`config.mk`:
```
export PLATFORM = sky130hd
export DESIGN_NAME = adc_scan_ctrl
export DESIGN_NICKNAME = d
export VERILOG_FILES = /design/src/rtl/adc_scan_pkg.sv /design/src/rtl/adc_scan_rr.sv /design/src/rtl/adc_scan_ctrl.sv
export SDC_FILE = /design/constraint.sdc
export NUM_CORES = 1
export LEC_CHECK = 0
export CAP_MARGIN = 20
export CELL_PAD_IN_SITES_DETAIL_PLACEMENT = 0
export CELL_PAD_IN_SITES_GLOBAL_PLACEMENT = 1
export CORE_ASPECT_RATIO = 1.75
export CORE_MARGIN = 2
export CORE_UTILIZATION = 42
export CTS_CLUSTER_SIZE = 20
export DETAILED_ROUTE_END_ITERATION = 7
export HOLD_SLACK_MARGIN = 0.02
export PLACE_DENSITY = 0.92
export SLEW_MARGIN = 20
export SYNTH_ARGS = -nofsm -noshare
export SYNTH_HDL_FRONTEND = slang
export SYNTH_HIERARCHICAL = 1
export SYNTH_SLANG_ARGS = --single-unit
```
`constraint.sdc`:
```
create_clock -name clk -period 2.6 [get_ports clk]
set_input_delay 0.39 -clock clk [delete_from_list [all_inputs] [get_ports clk]]
set_output_delay 0.39 -clock clk [all_outputs]
set_load 0.05 [all_outputs]
```
`src/rtl/adc_scan_pkg.sv`:
```
// rtl/adc_scan_pkg.sv - shared types and defaults for the ADC scan controller
package adc_scan_pkg;

    localparam int ADC_W           = 12;
    localparam int DEF_N_CH        = 4;
    localparam int DEF_SETTLE_CYC  = 200;
    localparam int DEF_TIMEOUT_CYC = 2000;

    typedef enum logic [2:0] {
        ST_IDLE,
        ST_SETTLE,
        ST_START,
        ST_WAIT,
        ST_STORE
    } state_t;

    function automatic int max_int(input int a, input int b);
        return (a > b) ? a : b;
    endfunction

endpackage

```
`src/rtl/adc_scan_rr.sv`:
```
// rtl/adc_scan_rr.sv - round-robin next-channel search over the channel mask
module adc_scan_rr
    import adc_scan_pkg::*;
#(
    parameter  int N_CH = DEF_N_CH,
    localparam int CW   = $clog2(N_CH)
)(
    input  logic [N_CH-1:0] i_mask,
    input  logic [CW-1:0]   i_last_ch,
    output logic [CW-1:0]   o_next_ch,
    output logic            o_any
);

    logic          w_found;
    logic [CW-1:0] w_idx;

    // Search starts one above the last channel; i == N_CH lands back on it.
    always_comb begin
        w_found   = 1'b0;
        w_idx     = '0;
        o_next_ch = i_last_ch;
        for (int i = 1; i <= N_CH; i++) begin
            w_idx = CW'((int'(i_last_ch) + i) % N_CH);
            if (!w_found && i_mask[w_idx]) begin
                w_found   = 1'b1;
                o_next_ch = w_idx;
            end
        end
    end

    assign o_any = |i_mask;

endmodule

```
`src/rtl/adc_scan_ctrl.sv`:
```
// rtl/adc_scan_ctrl.sv - round-robin ADC channel scanner; ADC_SCAN_LIMIT_EN adds per-channel high-limit alarms
module adc_scan_ctrl
    import adc_scan_pkg::*;
#(
    parameter  int N_CH        = DEF_N_CH,
    parameter  int SETTLE_CYC  = DEF_SETTLE_CYC,
    parameter  int TIMEOUT_CYC = DEF_TIMEOUT_CYC,
    localparam int CW          = $clog2(N_CH)
)(
    input  logic             clk,
    input  logic             rst_n,
    input  logic             scan_en,
    input  logic [N_CH-1:0]  ch_mask,
    output logic             conv_start,
    input  logic             conv_done,
    input  logic [ADC_W-1:0] conv_data,
    output logic [CW-1:0]    mux_sel,
    output logic             res_valid,
    output logic [CW-1:0]    res_ch,
    output logic [ADC_W-1:0] res_data,
    output logic             busy,
    output logic             timeout_err,
    input  logic             err_clr
`ifdef ADC_SCAN_LIMIT_EN
    ,
    input  logic [N_CH*ADC_W-1:0] lim_hi,
    output logic [N_CH-1:0]       lim_alarm
`endif
);

    localparam int                CNT_W        = $clog2(max_int(SETTLE_CYC, TIMEOUT_CYC) + 1);
    localparam logic [CNT_W-1:0]  SETTLE_LAST  = CNT_W'(SETTLE_CYC - 1);
    localparam logic [CNT_W-1:0]  TIMEOUT_LAST = CNT_W'(TIMEOUT_CYC - 1);

    state_t           r_state;
    state_t           w_state_nxt;
    logic [CNT_W-1:0] r_cnt;
    logic [CW-1:0]    r_mux_sel;
    logic [CW-1:0]    r_last;
    logic             r_conv_start;
    logic             r_res_valid;
    logic [CW-1:0]    r_res_ch;
    logic [ADC_W-1:0] r_res_data;
    logic             r_timeout_err;

    logic             w_sel;
    logic             w_cnt_clr;
    logic             w_start;
    logic             w_capture;
    logic             w_timeout;
    logic [CW-1:0]    w_next_ch;
    logic             w_any;

    adc_scan_rr #(.N_CH(N_CH)) u_rr (
        .i_mask    (ch_mask),
        .i_last_ch (r_last),
        .o_next_ch (w_next_ch),
        .o_any     (w_any)
    );

    always_ff @(posedge clk or negedge rst_n) begin
        if (!rst_n) begin
            r_state <= ST_IDLE;
        end else begin
            r_state <= w_state_nxt;
        end
    end

    always_comb begin
        w_state_nxt = r_state;
        w_sel       = 1'b0;
        w_cnt_clr   = 1'b0;
        w_start     = 1'b0;
        w_capture   = 1'b0;
        w_timeout   = 1'b0;
        unique case (r_state)
            ST_IDLE: begin
                if (scan_en && w_any) begin
                    w_sel       = 1'b1;
                    w_cnt_clr   = 1'b1;
                    w_state_nxt = ST_SETTLE;
                end
            end
            ST_SETTLE: begin
                if (!scan_en) begin
                    w_state_nxt = ST_IDLE;
                end else if (r_cnt == SETTLE_LAST) begin
                    w_start     = 1'b1;
                    w_state_nxt = ST_START;
                end
            end
            ST_START: begin
                w_cnt_clr   = 1'b1;
                w_state_nxt = ST_WAIT;
            end
            ST_WAIT: begin
                // A conv_done on the final timeout cycle still counts as success.
                if (conv_done) begin
                    w_capture   = 1'b1;
                    w_state_nxt = ST_STORE;
                end else if (r_cnt == TIMEOUT_LAST) begin
                    w_timeout   = 1'b1;
                    w_state_nxt = ST_IDLE;
                end
            end
            ST_STORE: begin
                if (scan_en && w_any) begin
                    w_sel       = 1'b1;
                    w_cnt_clr   = 1'b1;
                    w_state_nxt = ST_SETTLE;
                end else begin
                    w_state_nxt = ST_IDLE;
                end
            end
            default: begin
                w_state_nxt = ST_IDLE;
            end
        endcase
    end

    always_ff @(posedge clk or negedge rst_n) begin
        if (!rst_n) begin
            r_cnt         <= '0;
            r_mux_sel     <= '0;
            r_last        <= CW'(N_CH - 1);
            r_conv_start  <= 1'b0;
            r_res_valid   <= 1'b0;
            r_res_ch      <= '0;
            r_res_data    <= '0;
            r_timeout_err <= 1'b0;
        end else begin
            if (w_cnt_clr) begin
                r_cnt <= '0;
            end else if (r_state == ST_SETTLE || r_state == ST_WAIT) begin
                r_cnt <= r_cnt + 1'b1;
            end
            if (w_sel) begin
                r_mux_sel <= w_next_ch;
                r_last    <= w_next_ch;
            end
            r_conv_start <= w_start;
            r_res_valid  <= w_capture;
            if (w_capture) begin
                r_res_ch   <= r_mux_sel;
                r_res_data <= conv_data;
            end
            if (w_timeout) begin
                r_timeout_err <= 1'b1;
            end else if (err_clr) begin
                r_timeout_err <= 1'b0;
            end
        end
    end

`ifdef ADC_SCAN_LIMIT_EN
    logic [N_CH-1:0] r_lim_alarm;

    always_ff @(posedge clk or negedge rst_n) begin
        if (!rst_n) begin
            r_lim_alarm <= '0;
        end else if (r_state == ST_STORE) begin
            r_lim_alarm[r_res_ch] <= (r_res_data > lim_hi[int'(r_res_ch)*ADC_W +: ADC_W]);
        end
    end

    assign lim_alarm = r_lim_alarm;
`endif

    assign conv_start  = r_conv_start;
    assign mux_sel     = r_mux_sel;
    assign res_valid   = r_res_valid;
    assign res_ch      = r_res_ch;
    assign res_data    = r_res_data;
    assign busy        = (r_state != ST_IDLE);
    assign timeout_err = r_timeout_err;

endmodule

```
==> results.txt <==
Max Root-Sink Buffers = 2
Initial Util = 0.4316
Yosys warnings = 6
Total gr overflow = 0
Mean Syn Cell Area = 12.12 µm²
R2r endpoint = r_state[0]
Startpoint Class = flop
Reg-to-Reg Start = r_cnt[0]
Slew HR = 0.6425
Final setup TNS = 0 ns
# IOs = 41
Mapped Area = 1758 µm²
Area of the die = 4739 µm²
Post-DRT Antenna Nets = 0
Pre-CTS WS = 0.4478 ns
Max-cap violations = 0
Post-Syn Instances = 145
Leakage power = 1.006 nW
Ant diodes = 0
Num CTS Buffers = 5
Fin. Hold Viols = 0
Number of synthesized register bits = 35
Final worst path period need = 2.425 ns
Power Dens Cells = 1217 nW/µm²
Area grow syn2layout = 31.17%
Reg-to-reg setup timing slack = 0.92 ns
Largest delay share family, worst path = buffers and inverters
Fin nets = 212
Worst r2r path cells = 4
Post-synthesis sequential area ratio = 0.4996
Ys flop type = dfrtp_1
Die Ht = 89.59 µm
Worst vdd ir = 912.8 µV
Vias per cell = 5.506
Crit path kind = flop to output port
Crit-path max cell delay = 0.72 ns
Hold WS = 0.5053 ns
Syn nets = 168
Final Skew = 0.008408 ns
Hold Buf Count CTS = 0
First-pass GRT wire length = 6354 µm
Worst setup EP type = output port
Routability Congestion = 0.9377
Total GRT Usage = 0.1868
Number of setup violations in the final report = 0
Vias in the first global route = 1397
Most common cell after layout, fill and taps aside = clkdlybuf4s50_1
WL/cell = 16.07 µm
Post-CTS setup buffers = 0
CTS sink cnt = 35
1st-iter DRT viols = 19
Hold Path Class = input pin to asynchronous set/reset pin
Largest net degree at the start of global routing = 36
Drt drc = 0
CTS tree = built
Crit path cell chain = or3_2, clkdlybuf4s50_1
PortBufs = 40
Post-synth EDFFs = 0
Post-CTS sizing = 0
DRT Wirelength = 3841 µm
Layout filler cell count = 365
Post-synth ARST share = 1.000
Worst Tran Pin Value = 0.5346 ns
Chip width = 52.91 µm
Buf/Inv on CP = 1
DP HPWL = 2899 µm
RSZ-0062 raised after global routing = false
Max Slew Vio Count = 0
Total number of vias = 1316
Commonest cells after routing, fill and taps aside = clkdlybuf4s50_1, dfrtp_1, mux2_2
Status = complete, no violations
CP max stage cell = clkdlybuf4s50_1
Root Buffer = clkbuf_8
Clk slew on worst S/H paths = 0.08 ns
Site Rows = 31
Crit path required time = 2.21 ns
Final critical-path share of the clock period = 0.9326
First drt pass iteration count = 4
Layout cells sized above 1 = 0.2000
Initial antenna violation count = 0
Max Freq = 0.4124 GHz
Core ar. = 4073 µm²
Setup ws final = 0.1753 ns
Clock latency on the worst-skew pair = 0.29 ns
Worst path arrival time = 2.03 ns
Synth unique cells = 38
H-tree level count = 2
Crit-path max FO = 11
==> synthesized netlist by cell type, types with 3 or more instances <==
master	number	area share
nor2_1	7	0.015
dfrtp_1	33	0.47
or3_1	3	0.011
o21ai_0	4	0.011
nand2_1	8	0.017
inv_1	6	0.013
mux2_2	10	0.064
mux2i_1	4	0.023
a21oi_1	9	0.026
nand3_1	5	0.014
nand4bb_1	3	0.019
buf_6	3	0.019
nand3b_1	5	0.021
mux2_4	8	0.068
o31ai_1	3	0.013
==> worst max path at each step <==
stage | startpoint | end | cells past startpoint
finish | r_state[0] | busy | 2
detailed placement | ch_mask[0] | r_state[0] | 6
global placement | ch_mask[0] | r_state[0] | 6
floorplan | r_cnt[0] | r_state[0] | 4
CTS | r_state[0] | busy | 2
global route | r_state[0] | busy | 2
==> layout make-up <==
class | instances | area [µm²] | share of cell area
flip-flops and latches | 35 | 878.3 | 0.3809
multi-input cells | 100 | 818.3 | 0.3549
repair buffers | 41 | 407.9 | 0.1769
clock buffers | 6 | 82.58 | 0.03581
well taps | 49 | 61.31 | 0.02659
clock inverters | 2 | 35.03 | 0.01519
inverters | 6 | 22.52 | 0.009767
==> worst reg2reg max path: cells and delay by family (launching register included) <==
family	cells	cell delay, ns
flops	1	0.46
compound gates	1	0.17
fa+ha+maj	1	0.21
simple gates	2	0.73
==> cells by family (layout without fill, tap and decap cells) <==
kind of cell	after synthesis	in the layout	share of synthesized area
xor+xnor	2	2	0.009966
flops	35	35	0.4996
compound gates	22	22	0.07545
mux	22	22	0.1552
fa+ha+maj	2	2	0.01423
buf+inv	10	55	0.03487
simple gates	52	52	0.2107
==> power by group <==
group	total, mW	switching (mW)	internal, mW
Clock	0.513	0.203	0.310
Combinational	1.37	0.801	0.571
Sequential	0.921	0.180	0.741
Total	2.81	1.18	1.62
==> flip-flops by register name (all words and copies together), names as in the netlist <==
name         count
r_state          3
res_data        12
r_cnt           11
r_last           2
mux_sel          2
timeout_err      1
conv_start       1
res_ch           2
res_valid        1
==> per-stage QoR <==
stage	cell area [µm²]	utilization	cells	power [mW]
2_1_floorplan	1758	-	145	1.899
3_3_place_gp	2188	0.5373	231	2.262
3_5_place_dp	2188	0.5373	231	2.302
4_1_cts	2306	0.5662	239	2.827
5_1_grt	2306	0.5662	239	2.948
6_report	2306	0.5662	239	2.806
==> layer usage <==
metal / up-vias / routed length [µm] / global-route usage
met5: - / 0 / 0
met4: 0 / 127 / 0.1119
met3: 12 / 166 / 0.04305
met2: 46 / 2134 / 0.3261
met1: 642 / 1413 / 0.1998
li1: 616 / - / -
No activity file was read; power rests on OpenSTA's default activity.
